File: config.mk
export PLATFORM = sky130hd
export DESIGN_NAME = z_writeback_flat
export DESIGN_NICKNAME = d
export VERILOG_FILES = /design/src/rtl/mini_src_pkg.sv /design/src/rtl/z_writeback_if.sv /design/src/rtl/z_flags.sv /design/src/rtl/z_writeback.sv /design/src/flat_wrapper.sv
export SDC_FILE = /design/constraint.sdc
export NUM_CORES = 1
export LEC_CHECK = 0
export BUFFER_PORTS_ARGS = -buffer_cell sky130_fd_sc_hd__buf_2
export CELL_PAD_IN_SITES_DETAIL_PLACEMENT = 2
export CELL_PAD_IN_SITES_GLOBAL_PLACEMENT = 2
export CORE_MARGIN = 2
export CORE_UTILIZATION = 26
export DETAILED_ROUTE_END_ITERATION = 8
export PLACE_DENSITY = 0.86
export SYNTH_ARGS = -nofsm -noshare
export SYNTH_HDL_FRONTEND = slang
export SYNTH_HIERARCHICAL = 1
export SYNTH_SLANG_ARGS = --single-unit
File: constraint.sdc
create_clock -name clock -period 1.75 [get_ports clock]
set_input_delay 0.0875 -clock clock [delete_from_list [all_inputs] [get_ports clock]]
set_output_delay 0.0875 -clock clock [all_outputs]
set_load 0.1 [all_outputs]
File: src/rtl/mini_src_pkg.sv
// Shared constants for the write-back path: ALU opcodes, beat destinations and
// the write-back FSM state type.
package mini_src_pkg;

    localparam logic [4:0] ALU_OP_MUL = 5'b01111;
    localparam logic [4:0] ALU_OP_DIV = 5'b10000;
    localparam logic [4:0] ALU_OP_CLR = 5'b11111;

    localparam logic [1:0] DEST_Z  = 2'b00;
    localparam logic [1:0] DEST_LO = 2'b01;
    localparam logic [1:0] DEST_HI = 2'b10;

    typedef enum logic [1:0] {
        ST_IDLE    = 2'b00,
        ST_SEND_Z  = 2'b01,
        ST_SEND_LO = 2'b10,
        ST_SEND_HI = 2'b11
    } wb_state_t;

    // Wide ops return a double-width result that goes out as an LO/HI pair.
    function automatic logic is_wide(input logic [4:0] op);
        return (op == ALU_OP_MUL) || (op == ALU_OP_DIV);
    endfunction

endpackage

File: src/rtl/z_writeback_if.sv
// Result-in / beat-out bundle of the write-back block; slave is the block side,
// master is the surrounding pipeline (ALU upstream, register file downstream).
interface z_writeback_if #(
    parameter int DATA_W = 32
);
    logic [4:0]          control;
    logic [2*DATA_W-1:0] result;
    logic                in_valid;
    logic                in_ready;
    logic [DATA_W-1:0]   out_data;
    logic [1:0]          out_dest;
    logic                out_valid;
    logic                out_ready;
    logic                busy;
    logic                flag_zero;
    logic                flag_neg;

    modport slave (
        input  control, result, in_valid, out_ready,
        output in_ready, out_data, out_dest, out_valid, busy, flag_zero, flag_neg
    );

    modport master (
        output control, result, in_valid, out_ready,
        input  in_ready, out_data, out_dest, out_valid, busy, flag_zero, flag_neg
    );
endinterface

File: src/rtl/z_flags.sv
// Condition flags for a captured ALU result; wide ops are judged over the full
// double-width result, narrow ops over the low beat only.
module z_flags
    import mini_src_pkg::*;
#(
    parameter int DATA_W = 32
) (
    input  logic [4:0]          control,
    input  logic [2*DATA_W-1:0] result,
    output logic                zero,
    output logic                neg
);

    always_comb begin
        zero = 1'b0;
        neg  = 1'b0;
        if (control == ALU_OP_CLR) begin
            zero = 1'b1;
            neg  = 1'b0;
        end else if (is_wide(control)) begin
            zero = (result == '0);
            neg  = result[2*DATA_W-1];
        end else begin
            zero = (result[DATA_W-1:0] == '0);
            neg  = result[DATA_W-1];
        end
    end

endmodule

File: src/rtl/z_writeback.sv
// ALU write-back sequencer: turns one captured result into Z, or LO then HI, beats.
// Optional condition flags are built when Z_WRITEBACK_FLAGS_EN is defined.
module z_writeback
    import mini_src_pkg::*;
#(
    parameter int DATA_W = 32
) (
    input  logic              clock,
    input  logic              clear,
    z_writeback_if.slave      bus,
    output wb_state_t         dbg_state,
    output logic [DATA_W-1:0] dbg_zlo,
    output logic [DATA_W-1:0] dbg_zhi
);

    // Handshakes: a transfer happens on a rising edge where valid && ready are
    // both high; a valid side holds its payload unchanged until that edge.
    wb_state_t         state;
    logic [DATA_W-1:0] zlo;
    logic [DATA_W-1:0] zhi;
    logic [DATA_W-1:0] out_data_q;
    logic [1:0]        out_dest_q;
    logic              out_valid_q;
    logic              in_ready_q;
    logic              capture;
    logic [DATA_W-1:0] res_lo;
    logic [DATA_W-1:0] res_hi;

    assign capture = bus.in_valid && in_ready_q;
    assign res_lo  = bus.result[DATA_W-1:0];
    assign res_hi  = bus.result[2*DATA_W-1:DATA_W];

    always_ff @(posedge clock or negedge clear) begin
        if (!clear) begin
            state       <= ST_IDLE;
            zlo         <= '0;
            zhi         <= '0;
            out_data_q  <= '0;
            out_dest_q  <= DEST_Z;
            out_valid_q <= 1'b0;
            in_ready_q  <= 1'b1;
        end else begin
            case (state)
                ST_IDLE: begin
                    if (capture) begin
                        if (is_wide(bus.control)) begin
                            zlo         <= res_lo;
                            zhi         <= res_hi;
                            out_data_q  <= res_lo;
                            out_dest_q  <= DEST_LO;
                            out_valid_q <= 1'b1;
                            in_ready_q  <= 1'b0;
                            state       <= ST_SEND_LO;
                        end else if (bus.control == ALU_OP_CLR) begin
                            zlo <= '0;
                            zhi <= '0;
                        end else begin
                            // Narrow ops leave zhi holding the last wide result.
                            zlo         <= res_lo;
                            out_data_q  <= res_lo;
                            out_dest_q  <= DEST_Z;
                            out_valid_q <= 1'b1;
                            in_ready_q  <= 1'b0;
                            state       <= ST_SEND_Z;
                        end
                    end
                end
                ST_SEND_Z, ST_SEND_HI: begin
                    if (bus.out_ready) begin
                        out_valid_q <= 1'b0;
                        in_ready_q  <= 1'b1;
                        state       <= ST_IDLE;
                    end
                end
                ST_SEND_LO: begin
                    if (bus.out_ready) begin
                        out_data_q <= zhi;
                        out_dest_q <= DEST_HI;
                        state      <= ST_SEND_HI;
                    end
                end
                default: state <= ST_IDLE;
            endcase
        end
    end

`ifdef Z_WRITEBACK_FLAGS_EN
    logic fz_next;
    logic fn_next;
    logic fz_q;
    logic fn_q;

    z_flags #(.DATA_W(DATA_W)) u_flags (
        .control (bus.control),
        .result  (bus.result),
        .zero    (fz_next),
        .neg     (fn_next)
    );

    always_ff @(posedge clock or negedge clear) begin
        if (!clear) begin
            fz_q <= 1'b0;
            fn_q <= 1'b0;
        end else if (capture) begin
            fz_q <= fz_next;
            fn_q <= fn_next;
        end
    end

    assign bus.flag_zero = fz_q;
    assign bus.flag_neg  = fn_q;
`else
    assign bus.flag_zero = 1'b0;
    assign bus.flag_neg  = 1'b0;
`endif

    assign bus.in_ready  = in_ready_q;
    assign bus.out_valid = out_valid_q;
    assign bus.out_data  = out_data_q;
    assign bus.out_dest  = out_dest_q;
    assign bus.busy      = (state != ST_IDLE);

    assign dbg_state = state;
    assign dbg_zlo   = zlo;
    assign dbg_zhi   = zhi;

endmodule

File: src/flat_wrapper.sv
// flat-port wrapper written by rule: the top's interface ports become plain ports
module z_writeback_flat import mini_src_pkg::*;
#(
    parameter int DATA_W = 32
)
  (clock, clear, dbg_state, dbg_zlo, dbg_zhi, bus_control, bus_result, bus_in_valid, bus_out_ready, bus_in_ready, bus_out_data, bus_out_dest, bus_out_valid, bus_busy, bus_flag_zero, bus_flag_neg);
  z_writeback_if #(.DATA_W(DATA_W)) bus_i ();
  input  logic clock;
  input  logic clear;
  output wb_state_t dbg_state;
  output logic [DATA_W-1:0] dbg_zlo;
  output logic [DATA_W-1:0] dbg_zhi;
  input wire logic [$bits(bus_i.control)-1:0] bus_control;
  input wire logic [$bits(bus_i.result)-1:0] bus_result;
  input wire logic [$bits(bus_i.in_valid)-1:0] bus_in_valid;
  input wire logic [$bits(bus_i.out_ready)-1:0] bus_out_ready;
  output wire logic [$bits(bus_i.in_ready)-1:0] bus_in_ready;
  output wire logic [$bits(bus_i.out_data)-1:0] bus_out_data;
  output wire logic [$bits(bus_i.out_dest)-1:0] bus_out_dest;
  output wire logic [$bits(bus_i.out_valid)-1:0] bus_out_valid;
  output wire logic [$bits(bus_i.busy)-1:0] bus_busy;
  output wire logic [$bits(bus_i.flag_zero)-1:0] bus_flag_zero;
  output wire logic [$bits(bus_i.flag_neg)-1:0] bus_flag_neg;
  assign bus_i.control = bus_control;
  assign bus_i.result = bus_result;
  assign bus_i.in_valid = bus_in_valid;
  assign bus_i.out_ready = bus_out_ready;
  assign bus_in_ready = bus_i.in_ready;
  assign bus_out_data = bus_i.out_data;
  assign bus_out_dest = bus_i.out_dest;
  assign bus_out_valid = bus_i.out_valid;
  assign bus_busy = bus_i.busy;
  assign bus_flag_zero = bus_i.flag_zero;
  assign bus_flag_neg = bus_i.flag_neg;
  z_writeback #(.DATA_W(DATA_W)) u_core (.clock(clock), .clear(clear), .bus(bus_i), .dbg_state(dbg_state), .dbg_zlo(dbg_zlo), .dbg_zhi(dbg_zhi));
endmodule
==> impl_metrics.env <==
export IMPL_die_area_um2=16710
export IMPL_violations="setup timing"
export IMPL_worstPathRequired_ps=2000
export IMPL_final_period_utilization_pct=108.3
export IMPL_layout_cells_non_filler=798
export IMPL_h_tree_depth=3
export IMPL_postRouteWirelength_um=18370
export IMPL_critPathLaunchType="flip-flop"
export IMPL_layout_common_cells="buf_2 (172), dfrtp_1 (99), dlygate4sd3_1 (65), a22o_1 (62), mux2i_1 (33)"
export IMPL_relSlewSlack_pct=65.69
export IMPL_core_area_um2=15260
export IMPL_ys_flop_type="dfrtp_1"
export IMPL_min_path_type="in2reg"
export IMPL_switching_share_pct=22.81
export IMPL_clk_pin_slew_ps=70
export IMPL_synth_top_area_share_pct=61.94
export IMPL_final_common_cell="buf_2"
export IMPL_postPlaceCellArea_um2=5345
export IMPL_worstPathCellList="nand3b_1 -> buf_6 -> a221oi_4 -> buf_6 -> buf_12 -> nor2_1 -> a21oi_1"
export IMPL_clockBufferDepth=2
export IMPL_yosys_warnings=6
export IMPL_hold_viol_final=0
export IMPL_grt_use_total_pct=20.66
export IMPL_finalPower_mw=4.766
export IMPL_syn_to_final_growth_pct=67.07
export IMPL_p_switching_mw=1.087
export IMPL_synthCells=316
export IMPL_seq_area_frac_synth_pct=62.59
export IMPL_drt_iter0_markers=156
export IMPL_die_x_um=129.3
export IMPL_start_util_pct=26.74
export IMPL_combPwrFrac_pct=7.0
export IMPL_gp_congestion=0.7889
export IMPL_ys_ff_latch=102
export IMPL_ir_drop_mv=0.4562
export IMPL_nets=655
export IMPL_yosysTopAreaCell="dfrtp_1"
export IMPL_gr_total_overflow=0
export IMPL_p_int_mw=3.679
export IMPL_fin_skew_ps=12.24
export IMPL_cts_root_buf="clkbuf_16"
export IMPL_status="complete, but fails checks"
export IMPL_p_leak_nw=3.482
export IMPL_cts_tree="built"
export IMPL_path_common_cell="buf_6"
export IMPL_io_pin_count=178
export IMPL_cap_violations=0
export IMPL_synth_edf_count=0
export IMPL_antenna_found_initial=0
export IMPL_criticalPathCategory="reg2reg"
export IMPL_p_seq_share_pct=49.4
export IMPL_wl_per_cell_um=23.02
export IMPL_rsz0062_at_grt="yes"
export IMPL_grt_pass1_vias=4328
export IMPL_powerDensity_nw_per_um2=699.1
export IMPL_cp_arrival_ps=2150
export IMPL_tightestPinTransition_ps=518.3
export IMPL_netlist_area_um2=4080
export IMPL_critical_path_buf_inv_count=3
export IMPL_firstDrtPassIters=4
export IMPL_vias=3857
export IMPL_max_freq_ghz=0.5278
export IMPL_final_cell_area_um2=6817
export IMPL_dp_cells=699
export IMPL_clk_latency_ps=350
export IMPL_drive_above_1_share_pct=46.17
export IMPL_cts_sinks=102
export IMPL_preCtsSetupSlack_ps=-121.3
export IMPL_numCtsBuffers=9
export IMPL_rows=45
export IMPL_crit_path_max_fanout=10
export IMPL_setup_tns_ps=-3711
export IMPL_die_y_um=129.3
export IMPL_pwr_share_clk_pct=43.6
export IMPL_cp_end_kind="flip-flop"
export IMPL_antenna_left=0
export IMPL_crit_path_top_delay_cell="dfstp_4"
export IMPL_vias_per_cell=4.833
export IMPL_drc=0
export IMPL_grt_max_degree=59
export IMPL_numPortBuffers=175
export IMPL_synthArstFlopShare_pct=100.0
export IMPL_hpwlAfterDp_um=10230
export IMPL_final_max_slew_viol_count=0
export IMPL_setup_viol=77
export IMPL_crit_family="flip-flops"
export IMPL_finalHoldWorstSlack_ps=93.46
export IMPL_final_setup_worst_slack_ps=-144.5
export IMPL_fin_crit_ps=1895
export IMPL_crit_path_max_incr_delay_ps=610
export IMPL_n_antenna_cell=0
export IMPL_grt_pass1_wl_um=25850
export IMPL_synth_top_cells_by_area="dfrtp_1 (62%), a22o_1 (14%), mux2i_1 (8.1%)"
export IMPL_fin_util_pct=44.67
export IMPL_syn_avg_cell_area_um2=12.91
export IMPL_ys_types=30
## cell usage after synthesis (2+ instances only)
| master | instances |
|---|---|
| dfrtp_1 | 101 |
| a22o_1 | 64 |
| mux2i_1 | 33 |
| a21oi_1 | 32 |
| nor2_1 | 32 |
| buf_4 | 9 |
| buf_2 | 6 |
| buf_6 | 4 |
| clkbuf_1 | 4 |
| nand2_1 | 4 |
| buf_1 | 3 |
| and2_1 | 2 |
| nor2_2 | 2 |
| o21a_1 | 2 |
| o31ai_1 | 2 |
| or2_1 | 2 |
## path summary, 6_finish.rpt
path,cells after the start,end,start,slack [ps]
max in group asynchronous,3,u_core/dbg_zlo[14],clear,860
min in group asynchronous,2,u_core/bus.out_dest[0],clear,250
worst min register to register,1,u_core/bus.out_valid,u_core/bus.out_valid,500
worst max-delay path,7,u_core/bus.out_data[16],u_core/bus.in_ready,-140
worst min-delay path,3,u_core/bus.in_ready,bus_out_ready,90
worst max register to register,7,u_core/bus.out_data[16],u_core/bus.in_ready,-140
## worst reg2reg max path, delay by kind of cell, from the launching register on
family	cells	cell delay, ps
AOI/OAI and AO/OA	2	530
buffers and inverters	3	470
DFF	1	610
and+or+nand+nor	2	190
## timing repair
item / in CTS / in global routing
hold buffers: 64 / 1
setup buffers: 6 / 3
setup endpoints to repair: 94 / 99
pin swaps: 7 / 21
endpoints found under the hold margin: 88 / 1
resized for setup: 15 / 49
cloned: 3 / 7
## layout make-up
type                       instances  area [µm²]
clock inverter                     5       56.30
sequential                       102        2562
multi-input combinational        188        1549
inverter                           1       3.754
fill                            1532        8442
tap                              211       264.0
timing repair buffer             280        2138
clock buffer                      11       242.7
## registers in the layout (all words and copies together), names as in the netlist
signal / cells
u_core/bus.out_valid: 1
u_core/bus.in_ready: 1
u_core/dbg_zhi: 32
u_core/dbg_zlo: 32
u_core/bus.out_dest: 2
u_core/bus.out_data: 32
u_core/dbg_state: 2
## layer usage
metal / share of wire (%) / vias to the layer above / track usage (%)
li1: - / 1690 / -
met5: 0 / - / 0
met2: 53 / 130 / 38.76
met1: 39 / 2010 / 23.27
met3: 4.9 / 27 / 4.335
met4: 2.4 / 0 / 6.650
## cell families after synthesis
group,after synthesis,synth area share [%]
AOI/OAI and AO/OA,107,20.06
DFF,102,62.59
and+or+nand+nor,46,4.937
muxes,33,8.096
buffers and inverters,27,4.231
other,1,0.09191
## power groups by stage
stage / Combinational [mW] / Clock [mW] / Sequential, mW
after detailed placement: 0.207 / 0 / 2.40
after CTS: 0.321 / 2.12 / 2.35
after floorplan: 0.0468 / 0 / 2.40
final: 0.333 / 2.08 / 2.36
after global routing: 0.362 / 2.22 / 2.35
after global placement: 0.198 / 0 / 2.40
(Power assumes the default switching activity.)
